`src/rtl/display_scan_controller_if.sv`:
```
// Bundle of the value/control inputs and display outputs of the scan controller.
// carregar is a single-cycle strobe with no backpressure: the controller samples
// valor on every rising clock edge where carregar is high and never stalls it.
interface display_scan_controller_if #(
  parameter int N_DIGITS = 4
);
  logic                    habilita;
  logic [4*N_DIGITS-1:0]   valor;
  logic                    carregar;
  logic                    suprimir_zeros;
  logic [3:0]              digito;
  logic [N_DIGITS-1:0]     anodo;
  logic                    apagar;
  logic                    pendente;
  logic [1:0]              estado;

  // Value-producing side: drives the controls, observes the display
  modport master (
    output habilita, valor, carregar, suprimir_zeros,
    input  digito, anodo, apagar, pendente, estado
  );

  // Scan controller side
  modport slave (
    input  habilita, valor, carregar, suprimir_zeros,
    output digito, anodo, apagar, pendente, estado
  );
endinterface

```
`src/rtl/display_scan_controller.sv`:
```
// Time-multiplexed scan of N_DIGITS common-anode digits through one shared
// hex decoder. Values are double-buffered and committed only at frame
// boundaries; a one-cycle dark gap precedes every digit to avoid ghosting.
module display_scan_controller #(
  parameter int N_DIGITS    = 4,
  parameter int REFRESH_DIV = 50000
) (
  input  logic                   clock,
  input  logic                   reset,
  display_scan_controller_if.slave bus
);
  localparam int IDX_W = (N_DIGITS > 1) ? $clog2(N_DIGITS) : 1;
  localparam int CNT_W = (REFRESH_DIV > 1) ? $clog2(REFRESH_DIV) : 1;
  localparam logic [IDX_W-1:0] IDX_LAST = IDX_W'(N_DIGITS - 1);
  localparam logic [CNT_W-1:0] CNT_LAST = CNT_W'(REFRESH_DIV - 1);

  typedef enum logic [1:0] {
    DESLIGADO = 2'd0,
    GUARDA    = 2'd1,
    ATIVO     = 2'd2
  } estado_t;

  estado_t               state_q, state_d;
  logic [CNT_W-1:0]      cnt_q, cnt_d;
  logic [IDX_W-1:0]      idx_q, idx_d;
  logic [4*N_DIGITS-1:0] sombra_q, sombra_d;
  logic [4*N_DIGITS-1:0] exibido_q, exibido_d;
  logic                  pendente_q, pendente_d;
  logic                  supr_q;

  logic tick;
  logic frame_end;
  logic blank;
  logic upper_zero;
  logic [3:0]          digito_s;
  logic [N_DIGITS-1:0] anodo_s;

  assign tick      = (state_q == ATIVO) && (cnt_q == CNT_LAST);
  assign frame_end = tick && (idx_q == IDX_LAST);

  // State, counters and value buffers register
  always_ff @(posedge clock) begin
    if (reset) begin
      state_q    <= DESLIGADO;
      cnt_q      <= '0;
      idx_q      <= '0;
      sombra_q   <= '0;
      exibido_q  <= '0;
      pendente_q <= 1'b0;
      supr_q     <= 1'b0;
    end else begin
      state_q    <= state_d;
      cnt_q      <= cnt_d;
      idx_q      <= idx_d;
      sombra_q   <= sombra_d;
      exibido_q  <= exibido_d;
      pendente_q <= pendente_d;
      supr_q     <= bus.suprimir_zeros;
    end
  end

  // Scan FSM next state, refresh counter and digit index; disable wins over all
  always_comb begin
    state_d = state_q;
    cnt_d   = cnt_q;
    idx_d   = idx_q;
    case (state_q)
      DESLIGADO: begin
        cnt_d = '0;
        idx_d = '0;
        if (bus.habilita) state_d = GUARDA;
      end
      GUARDA: state_d = ATIVO;
      ATIVO: begin
        if (tick) begin
          cnt_d   = '0;
          idx_d   = (idx_q == IDX_LAST) ? '0 : idx_q + 1'b1;
          state_d = GUARDA;
        end else begin
          cnt_d = cnt_q + 1'b1;
        end
      end
      default: state_d = DESLIGADO;
    endcase
    if (!bus.habilita) begin
      state_d = DESLIGADO;
      cnt_d   = '0;
      idx_d   = '0;
    end
  end

  // Shadow load and frame-boundary commit; a load while dark goes straight through
  always_comb begin
    sombra_d   = sombra_q;
    exibido_d  = exibido_q;
    pendente_d = pendente_q;
    if (frame_end && pendente_q) begin
      exibido_d  = sombra_q;
      pendente_d = 1'b0;
    end
    if (bus.carregar) begin
      if (state_q == DESLIGADO) begin
        exibido_d  = bus.valor;
        sombra_d   = bus.valor;
        pendente_d = 1'b0;
      end else begin
        sombra_d   = bus.valor;
        pendente_d = 1'b1;
      end
    end
  end

  // Digit select and leading-zero blanking, decoded from registers only
  always_comb begin
    digito_s   = 4'h0;
    anodo_s    = '1;
    upper_zero = 1'b1;
    blank      = 1'b0;
    for (int i = N_DIGITS - 1; i > 0; i--) begin
      upper_zero = upper_zero & (exibido_q[4*i +: 4] == 4'h0);
      if ((idx_q == IDX_W'(i)) && upper_zero) blank = supr_q;
    end
    for (int i = 0; i < N_DIGITS; i++) begin
      if (idx_q == IDX_W'(i)) begin
        digito_s = exibido_q[4*i +: 4];
        if ((state_q == ATIVO) && !blank) anodo_s[i] = 1'b0;
      end
    end
  end

  assign bus.digito   = digito_s;
  assign bus.anodo    = anodo_s;
  assign bus.apagar   = &anodo_s;
  assign bus.pendente = pendente_q;
  assign bus.estado   = state_q;

endmodule

```
`src/flat_wrapper.sv`:
```
// flat-port wrapper written by rule: the top's interface ports become plain ports
module display_scan_controller_flat 
#(
  parameter int N_DIGITS    = 4,
  parameter int REFRESH_DIV = 50000
)
  (clock, reset, bus_habilita, bus_valor, bus_carregar, bus_suprimir_zeros, bus_digito, bus_anodo, bus_apagar, bus_pendente, bus_estado);
  display_scan_controller_if #(.N_DIGITS(N_DIGITS)) bus_i ();
  input  logic clock;
  input  logic reset;
  input wire logic [$bits(bus_i.habilita)-1:0] bus_habilita;
  input wire logic [$bits(bus_i.valor)-1:0] bus_valor;
  input wire logic [$bits(bus_i.carregar)-1:0] bus_carregar;
  input wire logic [$bits(bus_i.suprimir_zeros)-1:0] bus_suprimir_zeros;
  output wire logic [$bits(bus_i.digito)-1:0] bus_digito;
  output wire logic [$bits(bus_i.anodo)-1:0] bus_anodo;
  output wire logic [$bits(bus_i.apagar)-1:0] bus_apagar;
  output wire logic [$bits(bus_i.pendente)-1:0] bus_pendente;
  output wire logic [$bits(bus_i.estado)-1:0] bus_estado;
  assign bus_i.habilita = bus_habilita;
  assign bus_i.valor = bus_valor;
  assign bus_i.carregar = bus_carregar;
  assign bus_i.suprimir_zeros = bus_suprimir_zeros;
  assign bus_digito = bus_i.digito;
  assign bus_anodo = bus_i.anodo;
  assign bus_apagar = bus_i.apagar;
  assign bus_pendente = bus_i.pendente;
  assign bus_estado = bus_i.estado;
  display_scan_controller #(.N_DIGITS(N_DIGITS), .REFRESH_DIV(REFRESH_DIV)) u_core (.clock(clock), .reset(reset), .bus(bus_i));
endmodule
```
`config.mk`:
```
export PLATFORM = sky130hd
export DESIGN_NAME = display_scan_controller_flat
export DESIGN_NICKNAME = d
export VERILOG_FILES = /design/src/rtl/display_scan_controller_if.sv /design/src/rtl/display_scan_controller.sv /design/src/flat_wrapper.sv
export SDC_FILE = /design/constraint.sdc
export NUM_CORES = 1
export LEC_CHECK = 0
export ABC_CLOCK_PERIOD_IN_PS = 2430
export BUFFER_PORTS_ARGS = -buffer_cell sky130_fd_sc_hd__buf_2
export CAP_MARGIN = 10
export CORE_MARGIN = 8
export CORE_UTILIZATION = 55
export CTS_BUF_LIST = sky130_fd_sc_hd__clkbuf_4
export CTS_CLUSTER_SIZE = 14
export DETAILED_ROUTE_END_ITERATION = 16
export GPL_ROUTABILITY_DRIVEN = 1
export PLACE_DENSITY_LB_ADDON = 0.05
export SYNTH_ARGS = -nofsm -noshare
export SYNTH_HDL_FRONTEND = slang
export SYNTH_SLANG_ARGS = --single-unit
```
`constraint.sdc`:
```
create_clock -name clock -period 2.43 [get_ports clock]
set_clock_uncertainty 0.15 [all_clocks]
set_input_delay 0.1215 -clock clock [delete_from_list [all_inputs] [get_ports clock]]
set_output_delay 0.1215 -clock clock [all_outputs]
set_load 0.05 [all_outputs]
```
==> flow_summary_export.csv, run 1 <==
group,metric,value,unit
sta,max_freq,0.444,GHz
sta,max_slew_margin,26.0,%
cts,cts-root-buf,"clkbuf_4",
grt,track_usage,17.2,%
synthesis,ys_warn_count,0,
synthesis,async_flop_share,0,%
drt,drt-pass1-iter-count,4,
layout,finish.instance_area,3070,um2
drt,final_antenna_net_count,0,
synthesis,synth-edff-count,0,
sta,fin_crit_sh,92.8,%
placement,placed_area,2780,um2
synthesis,synthSimpleGateAreaFrac,22.9,%
grt,grt_pass1_vias,2160,
drt,routed_wl,5930,um
drt,vias_per_cell,5.60,
hold_path,hold_path_class,"input pin to flop",
synthesis,avgSynthCellArea,8.47,um2
synthesis,syn_area,2580,um2
sta,setup_slack,0.175,ns
pwr,ir_worst_vdd,0.350,mV
sta,fin_crit,2.25,ns
setup_path,path_cells,"inv_1, ha_1, nor2b_2, a22oi_1, nor2_1, a21oi_1, o21ai_1, buf_2",
synthesis,synth.net_count,330,
sta,rsz0062_at_grt,"no",
floorplanning,ios,33,
cts,clock_latency,0.37,ns
pwr,power.total,1.66,mW
setup_path,cpPeakStageDelay,0.41,ns
placement,gp_congestion,0.840,
cts,cts_max_level,2,
setup_path,cp.arrival,1.98,ns
synthesis,synth_xor_area_share,1.02,%
setup_path,critical-path-slowest-cell,"dfxtp_1",
pwr,power.density,540,nW/um2
floorplanning,die_area,7130,um2
setup_path,startpoint_type,"flop",
floorplanning,die_x,84.4,um
setup_path,endpoint_kind,"output pin",
setup_path,cp_top_family,"flip-flops",
layout,final.fill_count,387,
placement,dp_hpwl,4200,um
floorplanning,die_height,84.4,um
drt,drtIter0Drc,102,
floorplanning,core-area,4630,um2
sta,setup_violations,0,
floorplanning,initial_core_util,55.6,%
synthesis,synth_cells,304,
synthesis,muxShareOfSynthArea,13.3,%
cts,clk_path_buf_depth,2,
grt,antenna_found_initial,0,
layout,syn_to_final_growth,19.3,%
run,cap_viol_max_count,0,
grt,grt_overflow,0,
grt,grt_pass1_wl,10200,um
placement,portBuffers,32,
sta,tightestPinTransition,1.11,ns
cts,cts_tree,"yes",
setup_path,crit_required,2.16,ns
setup_path,path_buf_inv,2,
sta,finalHoldViolations,0,
cts,numCtsBuffers,5,
drt,vias,2281,
synthesis,synth_top_family_by_area,"simple AND/OR/NAND/NOR gates",
status,status,"completed",
placement,place_ws,0.212,ns
sta,final.setup.tns,0,ns
drt,drc,0,
synthesis,synth_adder_area_share,2.43,%
cts,clock-sinks,54,
synthesis,ys.flop_type,"dfxtp_1",
synthesis,ys_types,41,
drt,wire_per_inst,14.6,um
floorplanning,num_rows,25,
pwr,p_leak,1.29,nW
synthesis,synth_compound_area_share,14.7,%
layout,drive_gt1_share,15.6,%
layout,nets,378,
grt,grt_max_degree,22,
layout,diodes,0,
synthesis,yosys_register_bits,54,
cts,post-cts-setup-buffers,0,
cts,clk_pin_slew,0.16,ns
setup_path,crit_type,"flop to output pin",
sta,slew_viol_final,0,
synthesis,ys_seq_area_share,42.0,%
setup_path,cp_max_fo,8,
-- worst paths after layout --
kind | endpoint | start | slack, ns | cells after the start
worst max-delay path | bus_digito[0] | u_core.idx_q[1] | 0.18 | 8
worst min-delay path | u_core.bus.pendente | bus_carregar | 0.16 | 4
worst max register to register | u_core.cnt_q[13] | u_core.cnt_q[7] | 0.18 | 6
worst min register to register | u_core.sombra_q[5] | u_core.sombra_q[5] | 0.37 | 2
-- cell usage in the layout (no fill, tap or decap), types with 4 or more instances in the layout --
master | synthesis | layout
dfxtp_1 | 54 | 53
nand2_1 | 36 | 36
nor2_1 | 35 | 35
mux2i_1 | 33 | 33
buf_2 | 1 | 30
o21ai_0 | 25 | 21
dlygate4sd3_1 | 0 | 19
o21ai_1 | 10 | 14
a21oi_1 | 12 | 12
nand3_1 | 11 | 11
buf_4 | 0 | 9
nor3_1 | 8 | 8
inv_1 | 6 | 6
a22oi_1 | 5 | 5
clkbuf_4 | 0 | 5
nand4_1 | 4 | 4
o31ai_1 | 4 | 4
ha_1 | 5 | 4
-- through the flow --
stage	std cells	util (%)	hold WS [ns]
finish	407	66.4	0.161
CTS	407	66.2	0.145
global placement	380	60.1	0.183
floorplan	304	-	0.0801
detailed placement	380	60.1	0.189
global route	407	66.4	0.157
-- worst reg2reg max path: cells and delay by family, from the launching register on --
family	cells	cell delay [ns]
buf+inv	1	0.28
flops	1	0.37
compound gates	1	0.06
simple gates	4	1.29
-- per-layer routing --
layer	GRT usage (%)	routed length [um]	vias to the layer above
li1	-	-	1179
met1	23.2	2900	1056
met2	26.7	2720	44
met3	4.20	281	2
met4	3.88	29	0
met5	0	0	-
-- report_power, final --
part	switching (mW)	internal [mW]	total [mW]
clock	0.295	0.223	0.518
combinational	0.108	0.0854	0.194
sequential	0.0257	0.924	0.949
-- cells by family after synthesis --
logic type      after synthesis
flops                        54
xor+xnor                      3
compound gates               66
buf+inv                      23
mux                          34
simple gates                119
fa+ha+maj                     5
-- what timing repair did --
| action | CTS | global route |
|---|---|---|
| endpoints found under the hold margin | 36 | 0 |
| endpoints found under the setup margin | 3 | 8 |
| gates cloned | 0 | 0 |
| hold buffers | 19 | 0 |
| resized for setup | 2 | 5 |
-- synthesized netlist by cell type (3+ instances only) --
cell type,count,share of area (%)
ha_1,5,2.4
nor2_1,35,5.1
nor3_1,8,1.6
and3_1,3,0.73
o21ai_1,10,1.9
clkbuf_1,14,2.0
nand4_1,4,0.97
o21ai_0,25,4.9
mux2i_1,33,13
nor2b_1,4,0.97
a211oi_1,3,0.87
nand3_1,11,2.1
dfxtp_1,54,42
nand2_1,36,5.2
or4_1,3,0.87
a22oi_1,5,1.5
o31ai_1,4,1.2
a21oi_1,12,2.3
inv_1,6,0.87
-- sequential cells by signal, summed over array words and instances (netlist names) --
name and cells:
u_core.exibido_q 16, u_core.bus.pendente 1, u_core.cnt_q 16, u_core.supr_q 1
u_core.bus.estado 2, u_core.idx_q 2, u_core.sombra_q 16
-- final cells by class --
cell class	count	area, um2	area share [%]
multi-input cells	227	1410	45.8
flip-flops and latches	54	1080	35.2
repair buffers	58	408	13.3
well taps	54	67.6	2.20
clock inverters	3	47.5	1.55
clock buffers	5	37.5	1.22
inverters	6	22.5	0.733
Note: power is estimated with default switching activity, not from simulation.
==> run 2: changes to the inputs <==
--- a/config.mk
+++ b/config.mk
@@ -8,7 +8,6 @@
 export ABC_CLOCK_PERIOD_IN_PS = 2430
 export BUFFER_PORTS_ARGS = -buffer_cell sky130_fd_sc_hd__buf_2
 export CAP_MARGIN = 10
-export CORE_MARGIN = 8
 export CORE_UTILIZATION = 55
 export CTS_BUF_LIST = sky130_fd_sc_hd__clkbuf_4
 export CTS_CLUSTER_SIZE = 14
==> constraint.sdc (replaced) <==
create_clock -name clock -period 2.43 [get_ports clock]
set_clock_uncertainty 0.15 [all_clocks]
set_input_delay 0.3645 -clock clock [delete_from_list [all_inputs] [get_ports clock]]
set_output_delay 0.3645 -clock clock [all_outputs]
set_load 0.05 [all_outputs]
==> flow_summary_export.csv, run 2 (synthesis results as in run 1) <==
group,metric,value,unit
cts,clock-sinks,54,
grt,grt_overflow,0,
placement,place_ws,0.167,ns
grt,antenna_found_initial,0,
sta,fin_crit_sh,96.2,%
pwr,power.density,549,nW/um2
layout,final_util,67.5,%
drt,vias,2231,
setup_path,cp_max_fo,4,
setup_path,path_buf_inv,1,
pwr,switchingPower,412,uW
setup_path,crit_type,"flop to output pin",
setup_path,cp_top_family,"simple AND/OR/NAND/NOR gates",
pwr,pwr-share-seq,58.0,%
sta,setup_violations,0,
grt,grt_pass1_vias,2122,
status,status,"completed",
placement,dp_hpwl,3980,um
sta,setup_slack,0.0926,ns
drt,route.met3.wl,204,um
pwr,ir_worst_vdd,0.405,mV
floorplanning,ios,33,
drt,final_antenna_net_count,0,
layout,drive_gt1_share,18.3,%
layout,nets,363,
floorplanning,num_rows,24,
drt,routed_wl,5500,um
grt,grt_max_degree,21,
placement,placed_area,2820,um2
layout,final_common_cell,"dfxtp_1",
cts,clk_path_buf_depth,2,
cts,clock_latency,0.37,ns
drt,dr.max_layer_used,"met4",
setup_path,startpoint_type,"flop",
sta,holdWs,0.0487,ns
setup_path,path_cells,"or4_1, nor2_2, o21bai_2, nand3_1, buf_6",
layout,final_cell_mix,"52 x dfxtp_1, 36 x nand2_1, 34 x nor2_1",
cts,clk_pin_slew,0.16,ns
layout,final_cells,390,
layout,syn_to_final_growth,15.6,%
pwr,p_leak,1.25,nW
drt,route.met2.wl,2430,um
pwr,internal-power,1.22,mW
pwr,p_comb_share,11.0,%
drt,drt-pass1-iter-count,5,
drt,vias_per_cell,5.72,
sta,fin_crit,2.34,ns
sta,rsz0062_at_grt,"yes",
pwr,clkPwrFrac,31.0,%
setup_path,crit_required,1.92,ns
placement,gp_congestion,0.886,
drt,drt-met1-wl,2820,um
cts,cts-root-buf,"clkbuf_4",
hold_path,hold_path_class,"input pin to flop",
cts,cts_tree,"yes",
floorplanning,die_x,70.4,um
floorplanning,die_area,4960,um2
setup_path,critical-path-slowest-cell,"or4_1",
grt,track_usage,24.1,%
drt,drtIter0Drc,157,
drt,drc,0,
sta,max_freq,0.428,GHz
sta,finalHoldViolations,0,
layout,diodes,0,
placement,portBuffers,32,
sta,final.setup.tns,0,ns
setup_path,cpPeakStageDelay,0.56,ns
floorplanning,initial_core_util,58.4,%
layout,finish.instance_area,2980,um2
setup_path,cp.arrival,1.82,ns
pwr,sw_frac_of_total,25.2,%
layout,largestRegisters,"u_core.cnt_q: 16 flops, u_core.exibido_q: 16 flops, u_core.sombra_q: 16 flops",
sta,slew_viol_final,0,
run,cap_viol_max_count,0,
floorplanning,die_height,70.4,um
floorplanning,core-area,4410,um2
cts,cts_max_level,2,
drt,wire_per_inst,14.1,um
pwr,power.total,1.64,mW
sta,tightestPinTransition,1.05,ns
placement,placed_cells,381,
cts,numCtsBuffers,5,
sta,max_slew_margin,29.5,%
setup_path,endpoint_kind,"output pin",
grt,grt_pass1_wl,9700,um
## run 2: power by group through the flow
| stage | Clock [mW] | Sequential, mW | Combinational, mW |
|---|---|---|---|
| detailed placement | 0 | 0.969 | 0.172 |
| global placement | 0 | 0.967 | 0.168 |
| finish | 0.507 | 0.949 | 0.179 |
| CTS | 0.521 | 0.949 | 0.177 |
| global route | 0.545 | 0.954 | 0.199 |
| floorplan | 0 | 0.969 | 0.114 |
## run 2: final timing paths
kind | slack [ns] | cells past startpoint | from | endpoint
worst max-delay path | 0.09 | 5 | u_core.exibido_q[9] | bus_anodo[2]
worst min-delay path | 0.05 | 3 | bus_valor[5] | u_core.exibido_q[5]
worst max register to register | 0.16 | 6 | u_core.cnt_q[11] | u_core.exibido_q[7]
worst min register to register | 0.37 | 2 | u_core.sombra_q[7] | u_core.sombra_q[7]
## run 2: what timing repair did
action / CTS / global route
hold buffers: 0 / 0
setup endpoints to repair: 8 / 8
gates resized for setup: 11 / 16
buffers inserted: 0 / 1
## run 2: layout make-up
class / instances / area (um2)
clock buffer: 6 / 45.0
clock inverter: 2 / 37.5
fill: 368 / 1440
inverter: 6 / 22.5
multi-input combinational: 227 / 1420
sequential: 54 / 1090
tap: 52 / 65.1
timing repair buffer: 43 / 302
## run 2: tightest hold or removal path: stages
cell and delay (ns):
buf_2 0.09, nand2_1 0.04, o21ai_0 0.06
## run 2: metal layers
metal / vias to the layer above / global-route usage, %
li1: 1146 / -
met1: 1031 / 35.1
met2: 50 / 37.2
met3: 4 / 3.61
met4: 0 / 6.00
met5: - / 0
==> run 3: changes to the inputs <==
--- a/config.mk
+++ b/config.mk
@@ -5,9 +5,10 @@
 export SDC_FILE = /design/constraint.sdc
 export NUM_CORES = 1
 export LEC_CHECK = 0
-export ABC_CLOCK_PERIOD_IN_PS = 2430
+export ABC_CLOCK_PERIOD_IN_PS = 2500
 export BUFFER_PORTS_ARGS = -buffer_cell sky130_fd_sc_hd__buf_2
 export CAP_MARGIN = 10
+export CORE_ASPECT_RATIO = 1.5
 export CORE_UTILIZATION = 55
 export CTS_BUF_LIST = sky130_fd_sc_hd__clkbuf_4
 export CTS_CLUSTER_SIZE = 14
==> constraint.sdc (replaced) <==
create_clock -name clock -period 2.5 [get_ports clock]
set_clock_uncertainty 0.15 [all_clocks]
set_input_delay 0.375 -clock clock [delete_from_list [all_inputs] [get_ports clock]]
set_output_delay 0.375 -clock clock [all_outputs]
set_load 0.05 [all_outputs]
==> flow_summary_export.csv, run 3 (synthesis results as in run 1) <==
group,metric,value,unit
cts,cts-root-buf,"clkbuf_4",
sta,final.setup.tns,0,ns
sta,setup_violations,0,
placement,placed_cells,376,
layout,final_util,64.3,%
layout,syn_to_final_growth,12.4,%
cts,cts-hold-fix-buffers,0,
setup_path,endpoint_kind,"output pin",
cts,cts_tree,"yes",
drt,wire_per_inst,14.5,um
layout,final_cell_mix,"52 x dfxtp_1, 36 x nand2_1, 35 x nor2_1",
sta,setup_slack,0.0896,ns
setup_path,crit_path_start,"u_core.idx_q[0]",
floorplanning,die_area,4970,um2
layout,drive_gt1_share,17.0,%
sta,max_freq,0.415,GHz
placement,dp_hpwl,4060,um
sta,finalHoldViolations,0,
pwr,ir_worst_vdd,0.388,mV
sta,fin_crit,2.41,ns
setup_path,r2r_end,"u_core.exibido_q[1]",
sta,slew_viol_final,0,
sta,fin_crit_sh,96.4,%
hold_path,hold_path_class,"input pin to flop",
drt,vias,2237,
pwr,power.density,536,nW/um2
sta,max_slew_margin,20.7,%
layout,diodes,0,
sta,tightestPinTransition,1.19,ns
layout,finish.instance_area,2900,um2
pwr,p_leak,1.21,nW
floorplanning,die_x,57.9,um
layout,largestRegisters,"u_core.cnt_q: 16 flops, u_core.exibido_q: 16 flops, u_core.sombra_q: 16 flops",
floorplanning,die_height,85.8,um
drt,final_antenna_net_count,0,
setup_path,reg2reg_depth,5,
grt,grt_max_degree,21,
placement,place_ws,0.203,ns
drt,routed_wl,5560,um
pwr,power.total,1.55,mW
cts,cts_max_level,2,
status,status,"finished, violations left",
setup_path,crit_required,1.98,ns
grt,track_usage,24.1,%
grt,grt_overflow,0,
grt,grt_pass1_wl,9360,um
setup_path,rrSetupSlack,0.22,ns
placement,placed_area,2790,um2
setup_path,cp_max_fo,6,
layout,final_cells,383,
setup_path,startpoint_type,"flop",
setup_path,crit_end,"bus_digito[1]",
drt,vias_per_cell,5.84,
setup_path,crit_type,"flop to output pin",
cts,numCtsBuffers,5,
layout,final.fill_count,418,
floorplanning,initial_core_util,57.2,%
placement,portBuffers,32,
setup_path,cp.arrival,1.89,ns
status,violations,"design-rule violations",
drt,drt-pass1-iter-count,11,
floorplanning,core-area,4500,um2
placement,gp_congestion,0.852,
cts,clock-sinks,54,
grt,grt_pass1_vias,2107,
setup_path,timing.rr.start,"u_core.cnt_q[7]",
layout,final_common_cell,"dfxtp_1",
cts,clk_path_buf_depth,2,
cts,clock_latency,0.36,ns
floorplanning,ios,33,
drt,drtIter0Drc,70,
layout,nets,361,
drt,drc,3,
cts,clk_pin_slew,0.15,ns
sta,holdWs,0.0630,ns
cts,post-cts-setup-buffers,0,
sta,rsz0062_at_grt,"no",
floorplanning,num_rows,30,
grt,antenna_found_initial,0,
run,cap_viol_max_count,0,
-- run 3: cell types whose count changed in the layout (fill, tap and decap cells not counted), sizes merged --
cell	before	now
buf	43	41
clkbuf	6	5
clkinv	0	1
clkinvlp	1	0
-- run 3: layout make-up --
| type | count | area, um2 | share of cell area (%) |
|---|---|---|---|
| clock buffers | 5 | 37.5 | 1.30 |
| inverters | 6 | 22.5 | 0.778 |
| well taps | 48 | 60.1 | 2.07 |
| clock inverters | 2 | 33.8 | 1.17 |
| multi-input cells | 227 | 1410 | 48.7 |
| flip-flops and latches | 54 | 1090 | 37.5 |
| repair buffers | 41 | 244 | 8.43 |
-- run 3: worst max-delay path: stages (launching register included) --
cell and delay [ns]:
dfxtp_4 0.40, inv_1 0.06, ha_1 0.22, nor2b_2 0.18, a22oi_1 0.23, nor2_1 0.07, a21oi_1 0.12, o21ai_1 0.07
buf_4 0.19
-- run 3: how the worst min path moves through the flow --
stage                     slack [ns]             start                   to  depth (start not counted)
after CTS                       0.05      bus_valor[7]  u_core.exibido_q[7]                          3
after global routing            0.04      bus_valor[2]  u_core.exibido_q[2]                          3
after detailed placement        0.32  u_core.cnt_q[15]     u_core.cnt_q[15]                          1
after floorplan                 0.29  u_core.cnt_q[15]     u_core.cnt_q[15]                          1
after global placement          0.32  u_core.cnt_q[15]     u_core.cnt_q[15]                          1
final                           0.06      bus_valor[7]  u_core.exibido_q[7]                          3
-- run 3: per-layer routing --
layer	global-route usage (%)	share of wire (%)	vias to the layer above
met5	0	0	-
met3	3.32	3.0	10
met2	44.7	53	35
li1	-	-	1143
met1	26.9	42	1049
met4	9.31	2.1	0
-- run 3: where the power goes --
group	internal (mW)	switching, mW
clock	0.203	0.252
combinational	0.0697	0.104
sequential	0.896	0.0262
total	1.17	0.382
-- run 3: timing repair --
action                     in CTS  in global routing
setup endpoints to repair       8                  8
pin swaps                       0                  0
resized for setup               9                  4
